[config.mk]
export PLATFORM = sky130hd
export DESIGN_NAME = rr_lock_arbiter
export DESIGN_NICKNAME = d
export VERILOG_FILES = /design/src/rtl/rr_arb_pkg.sv /design/src/rtl/rr_pick.sv /design/src/rtl/rr_lock_arbiter.sv
export SDC_FILE = /design/constraint.sdc
export NUM_CORES = 1
export LEC_CHECK = 0
export CORE_MARGIN = 4
export CORE_UTILIZATION = 59
export DETAILED_ROUTE_END_ITERATION = 8
export DONT_BUFFER_PORTS = 1
export PLACE_DENSITY = 0.8
export RECOVER_POWER = 100
export SLEW_MARGIN = 20
export SYNTH_ARGS = -nofsm -noshare
export SYNTH_HDL_FRONTEND = slang
export SYNTH_SLANG_ARGS = --single-unit
[constraint.sdc]
create_clock -name clk -period 2.96 [get_ports clk]
set_input_delay 0.296 -clock clk [delete_from_list [all_inputs] [get_ports clk]]
set_output_delay 0.296 -clock clk [all_outputs]
set_load 0.01 [all_outputs]
[src/rtl/rr_arb_pkg.sv]
`default_nettype none
// ============================================================================
// Module      : rr_arb_pkg
// Description : Shared types, defaults and pointer helper for rr_lock_arbiter.
// Revision    : 1.0
// ============================================================================
package rr_arb_pkg;

    localparam int DEF_N        = 8;
    localparam int DEF_MAX_HOLD = 16;

    typedef enum logic [0:0] {
        IDLE  = 1'b0,
        GRANT = 1'b1
    } arb_state_e;

    // Advance past an owner, wrapping N-1 back to 0 with no unused codes.
    function automatic int next_ptr(input int id, input int n);
        return (id == n - 1) ? 0 : id + 1;
    endfunction

endpackage
`default_nettype wire

[src/rtl/rr_pick.sv]
`default_nettype none
// ============================================================================
// Module      : rr_pick
// Description : Combinational circular priority encoder starting at ptr.
// Revision    : 1.0
// ============================================================================
module rr_pick
    import rr_arb_pkg::*;
#(
    parameter int N   = DEF_N,
    parameter int IDW = $clog2(N)
) (
    input  logic [N-1:0]   req,
    input  logic [IDW-1:0] ptr,
    output logic           any,
    output logic [IDW-1:0] win_id
);

    localparam int DW = $clog2(2 * N);

    logic [2*N-1:0] dbl;
    logic [2*N-1:0] masked;
    logic [DW-1:0]  first;

    assign dbl = {req, req};
    assign any = |req;

    // Lower copy is masked below ptr, so the lowest set bit of the doubled
    // vector is the first requester in circular order from ptr.
    always_comb begin
        masked = '0;
        first  = '0;
        for (int i = 0; i < 2 * N; i++) begin
            masked[i] = dbl[i] & (i >= int'(ptr));
        end
        for (int i = 2 * N - 1; i >= 0; i--) begin
            if (masked[i]) begin
                first = DW'(i);
            end
        end
    end

    assign win_id = (first >= DW'(N)) ? IDW'(first - DW'(N)) : IDW'(first);

endmodule
`default_nettype wire

[src/rtl/rr_lock_arbiter.sv]
`default_nettype none
// ============================================================================
// Module      : rr_lock_arbiter
// Description : Round-robin arbiter with grant locking, done/drop release and
//               hold timeout; one dead cycle follows every grant.
// Revision    : 1.0
// ============================================================================
module rr_lock_arbiter
    import rr_arb_pkg::*;
#(
    parameter int N        = DEF_N,
    parameter int MAX_HOLD = DEF_MAX_HOLD
) (
    input  logic                 clk,
    input  logic                 reset_n,
    input  logic                 en,
    input  logic [N-1:0]         req,
    input  logic                 res_done,
    output logic [N-1:0]         gnt,
    output logic [$clog2(N)-1:0] gnt_id,
    output logic                 gnt_valid,
    output logic                 timeout,
    output logic [$clog2(N)-1:0] ptr
);

    localparam int IDW = $clog2(N);
    localparam int HW  = $clog2(MAX_HOLD);

    arb_state_e     state, state_nx;
    logic [N-1:0]   gnt_nx;
    logic [IDW-1:0] gnt_id_nx;
    logic [IDW-1:0] ptr_nx;
    logic           timeout_nx;
    logic [HW-1:0]  hold_cnt, hold_nx;

    logic           any;
    logic [IDW-1:0] win_id;
    logic           owner_req;
    logic           at_limit;

    rr_pick #(
        .N   (N),
        .IDW (IDW)
    ) u_pick (
        .req    (req),
        .ptr    (ptr),
        .any    (any),
        .win_id (win_id)
    );

    assign owner_req = req[gnt_id];
    assign at_limit  = (hold_cnt == HW'(MAX_HOLD - 1));

    always_comb begin
        state_nx   = state;
        gnt_nx     = gnt;
        gnt_id_nx  = gnt_id;
        ptr_nx     = ptr;
        timeout_nx = 1'b0;
        hold_nx    = hold_cnt;
        unique case (state)
            IDLE: begin
                gnt_nx  = '0;
                hold_nx = '0;
                if (en && any) begin
                    gnt_nx    = N'(1) << win_id;
                    gnt_id_nx = win_id;
                    state_nx  = GRANT;
                end
            end
            GRANT: begin
                if (!owner_req || res_done || at_limit) begin
                    gnt_nx     = '0;
                    state_nx   = IDLE;
                    hold_nx    = '0;
                    ptr_nx     = IDW'(next_ptr(int'(gnt_id), N));
                    // Only a pure hold-limit release counts as a timeout.
                    timeout_nx = owner_req && !res_done;
                end else begin
                    hold_nx = hold_cnt + 1'b1;
                end
            end
            default: begin
                state_nx = IDLE;
                gnt_nx   = '0;
            end
        endcase
    end

    always_ff @(posedge clk) begin
        if (!reset_n) begin
            state    <= IDLE;
            gnt      <= '0;
            gnt_id   <= '0;
            ptr      <= '0;
            timeout  <= 1'b0;
            hold_cnt <= '0;
        end else begin
            state    <= state_nx;
            gnt      <= gnt_nx;
            gnt_id   <= gnt_id_nx;
            ptr      <= ptr_nx;
            timeout  <= timeout_nx;
            hold_cnt <= hold_nx;
        end
    end

    assign gnt_valid = |gnt;

endmodule
`default_nettype wire
Word-level counts from Yosys, hierarchy flattened --
Cells that the tools add are included. Widths: inputs -> output; s select.
Storage, ports and cells: register bits 20, bits of input ports 12, output and inout bits 16, word-level logic and storage cells 68
Cells by class: add/subtract/negate cells 3, magnitude comparators 9, equal/unequal tests 3, shifts and indexed selects 1, multiplexer cells 27, bitwise operators 8, reduce and logical (&&, ||, !) cells 11
Operator list (number):
- $mux 4 | 16
- $mux 8 | 2
- $pmux 8 s2 | 1
- $reduce_or 8->1 | 2
- $ge 3x3->1 const A | 3
- $pmux 4 s2 | 1
- $shl 1x3->8 const A | 1
- $and 1x1->1 | 7
- $ge 1x3->1 const A | 2
- $ge 2x3->1 const A | 2
- $mux 3 | 2
- $add 4x1->4 const B | 1
- $eq 4x4->1 const B | 1
- $ge 4x4->1 const B | 1
- $lt 3x4->1 const B | 1
- $reduce_and 2->1 | 2
- $add 3x1->3 const B | 1
- $bmux 1 s3 | 1
- $eq 3x1->1 const B | 1
- $mux 1 | 3
- $reduce_and 3->1 | 1
- $sub 3x1->3 const B | 1
- $logic_and 1x1->1 | 2
- $logic_not 1->1 | 2
- other kinds (4) | 5

Longest topological paths before layout --
depth after elaboration 20, depth in mapped cells 7

Hierarchy --
From an unflattened synthesis, not the netlist that was laid out.
Unflattened totals: cells, all modules 140, area, all modules 1168.6 µm²
By module, submodules not included:
- rr_lock_arbiter | times used 1, cells an instance 98, area an instance 925.9 µm²
- rr_pick | times used 1, cells an instance 42, area an instance 242.7 µm²

Worst setup path after synthesis --
Ideal clock, no wire load.
kind register to register, from reg gnt_id[1], to reg gnt[2], arrival 1.701 ns, required time 2.843 ns, slack 1.142 ns, stages on the path, launching flop included 7, path buffers 1, period minus slack after synthesis 1.818 ns, cell sequence dfxtp_1 mux4_1 mux2i_1 or3_1 buf_2 nor2_4 a22o_1
Between the ends: longest elaborated chain between the ends 6
RTL lines:
- start: declaration | RTL line rr_lock_arbiter.sv:20 | output logic [$clog2(N)-1:0] gnt_id,
- start signal: assignment | RTL line rr_lock_arbiter.sv:101 | gnt_id <= gnt_id_nx;
- $bmux 1 s3 | RTL line rr_lock_arbiter.sv:51 | assign owner_req = req[gnt_id];
- $mux 1 (not written as such) | RTL line rr_lock_arbiter.sv:51
- $logic_not 1->1 | RTL line rr_lock_arbiter.sv:72 | if (!owner_req || res_done || at_limit) begin
- $logic_or 1x1->1 (2 in series) | RTL line rr_lock_arbiter.sv:72
- $ne 2x1->1 (no line)
- end signal: assignment | RTL line rr_lock_arbiter.sv:100 | gnt <= gnt_nx;
- end: declaration | RTL line rr_lock_arbiter.sv:19 | output logic [N-1:0] gnt,
No other way between the ends. The select of a mux whose other input is x is not followed. A chain may end at the register's enable or synchronous reset.

Final worst setup path --
from reg gnt_id[1], to reg gnt[7]
The elaborated chain is that of the path after synthesis.

==> impl_metrics.csv <==
group,metric,value,unit
outcome,status,"finished clean",
global_route,met2_usage,0.3201,
critical_path,crit_start,"gnt_id[1]",
critical_path,cpMaxStageDelayCell,"mux4_1",
synthesis,yosysMostFrequentCell,"dfxtp_1",
routing,wl,2575,um
cells_and_area,stdcell_count,152,
critical_path,worst-setup-path-type,"register to register",
cells_and_area,area_growth,3.040,%
critical_path,worst_setup_path_end_kind,"register",
clock_tree,cts_resized,0,
timing,timing.slew.headroom,0.5122,
clock_tree,hold_buffers,0,
synthesis,yosysUniqueCellTypes,44,
synthesis,syn_area_per_cell,9.003,um2
critical_path,r2r_end,"gnt[7]",
critical_path,rrSetupSlack,0.82,ns
synthesis,synth_largest_area_cell,"dfxtp_1",
timing,rsz0062_at_grt,"false",
clock_tree,worst_skew_pair.late_latency,0.30,ns
global_route,use_met1,0.2584,
timing,slew_viol_final,0,
synthesis,synth_warnings,0,
routing,drt_iter0_drc,23,
floorplanning,start_util,0.6463,
min_path,hold_depth,1,
routing,routedWlPerCell,16.94,um
routing,firstDrtPassIters,4,
synthesis,synth_cells,128,
timing,fmax,466.7,MHz
placement,dp.cells,148,
cells_and_area,register_area,400.4,um2
power_and_ir_drop,p_leak,0.4424,nW
clock_tree,cts_tree,"yes",
min_path,hold_class,"input pin to register",
cells_and_area,final_layout_size_suffix_gt1_frac,0.07087,
floorplanning,die_area,2724,um2
critical_path,critical_path_buf_inv_count,0,
floorplanning,num_rows,15,
synthesis,yosys_register_bits,20,
global_route,use_met3,0.07123,
placement,place_hpwl,1872,um
critical_path,crit_cells,5,
synthesis,synth_ff_type,"dfxtp_1",
timing,final_hold_viol_count,0,
placement,port-buffer-count,0,
global_route,grt_start_max_net_pins,15,
critical_path,cp_max_fo,9,
timing,post-route-period-util,0.7239,
critical_path,crit_chain,"mux4_1 -> mux2i_1 -> or3_1 -> nor2_1 -> a22o_1",
clock_tree,postCtsSetupRepairBufs,0,
floorplanning,dieHeight,52.20,um
critical_path,worstPathRequired,3.16,ns
power_and_ir_drop,p_per_area,488.3,nW/um2
timing,setup_viol_count_final,0,
critical_path,crit_end,"gnt[7]",
critical_path,cpLargestDelayFamily,"multiplexers",
synthesis,synth.area.top_cells,"dfxtp_1 (35%), o21ai_0 (4.8%), mux4_1 (4.6%), mux2i_1 (3.5%), ha_1 (3.3%)",
critical_path,reg2regPathDepth,5,
power_and_ir_drop,vdd_drop_max,0.3795,mV
timing,final.setup_skew,0.006461,ns
synthesis,postSynth.asyncResetShare,0,
global_route,busiest_layer,"met2",
clock_tree,cts_buffers,3,
clock_tree,htreeDepth,1,
synthesis,netlist.area_leader.share,0.3474,
power_and_ir_drop,totalPowerFinal,0.0005798,W
clock_tree,clk_path_buf_depth,2,
global_route,antenna_found_initial,0,
global_route,grt_usage,0.2053,
cells_and_area,fillCellCount,157,
synthesis,syn-num-nets,143,
synthesis,syn_area,1152,um2
critical_path,start_kind,"register",
synthesis,synth_seq_area_share,0.3474,
critical_path,slowest_delay,0.61,ns
critical_path,cp_data_arrival_time,2.35,ns
global_route,grt_pass1_wl,4195,um
routing,via_per_inst,6.480,
floorplanning,core,1783,um2
global_route,overflow,0,
clock_tree,cts_sinks,20,
cells_and_area,diodes,0,
timing,tightest_slew,0.7255,ns
timing,fin_setup_tns,0,ns
timing,period_minus_slack,2.143,ns
clock_tree,clkTransAtPathRegs,0.12,ns
floorplanning,ios,28,
synthesis,synth_edf_count,0,
run,max_cap_viol_count,0,
global_route,first_global_vias,960,
placement,gp_congestion,0.8766,
clock_tree,cts_root_buf,"clkbuf_4",
timing,holdWs,0.1174,ns
routing,ant_nets,0,
critical_path,reg2reg_from,"gnt_id[1]",
cells_and_area,multi_input_area,688.2,um2
floorplanning,dieWidth,52.20,um
routing,drc,0,
cells_and_area,finalNetCount,143,
routing,vias,985,
synthesis,ys_top_cells_by_count,"dfxtp_1 (20), o21ai_0 (11), nand2_1 (9)",
## per-stage QoR
| stage | area, um2 | setup WS [ns] | utilization |
|---|---|---|---|
| after floorplan | 1152 | 1.142 | - |
| after global placement | 1161 | 0.9965 | 0.6512 |
| after detailed placement | 1161 | 0.9326 | 0.6512 |
| after CTS | 1214 | 0.8644 | 0.6807 |
| after global routing | 1187 | 0.6331 | 0.6660 |
| final | 1187 | 0.8172 | 0.6660 |
## logic make-up (layout without fill, tap and decap cells)
logic type                 after synthesis  in the layout  share of synthesized area
and+or+nand+nor                         53             53                     0.2628
DFF                                     20             20                     0.3474
xor gates and xnor gates                 2              2                    0.01520
AOI/OAI and AO/OA                       34             34                     0.2204
muxes                                    6              6                    0.08035
adders and majority gates                4              4                    0.04126
buffers and inverters                    9              8                    0.03257
## registers in the layout, indices dropped and copies added, names as in the netlist
name / count
timeout: 1
gnt: 8
hold_cnt: 4
ptr: 3
state: 1
gnt_id: 3
## cell usage in the layout (no fill, tap or decap), types with 6 or more instances in the layout
master and n:
dfxtp_1 20, o21ai_0 11, nand2_1 9, nor2b_1 6
nand3_1 7, nor2_1 9
## routing by layer
layer  vias up  share of wire
met5         -              0
met4         0         0.0066
met3         2          0.078
met2        37           0.47
met1       470           0.44
li1        476              -
## area by class of cell
| class | count | area share |
|---|---|---|
| tap | 25 | 0.02634 |
| clock buffer | 3 | 0.01897 |
| multi-input combinational | 99 | 0.5796 |
| sequential | 20 | 0.3372 |
| clock inverter | 1 | 0.02529 |
| inverter | 4 | 0.01264 |
## worst min path at each step
stage	from	end	slack (ns)
after floorplan	hold_cnt[0]	hold_cnt[0]	0.43
after global placement	reset_n	gnt_id[1]	0.42
after detailed placement	reset_n	gnt_id[1]	0.43
after CTS	reset_n	gnt_id[1]	0.12
after global routing	reset_n	gnt_id[0]	0.11
final	reset_n	gnt_id[0]	0.12
## power breakdown
group	switching [W]	internal (W)	total, W
clock network	0.0000867	0.000137	0.000223
registers	0.0000157	0.000277	0.000292
logic	0.0000331	0.0000309	0.0000640
total	0.000135	0.000444	0.000580
Power figures use the tool's default switching activity.
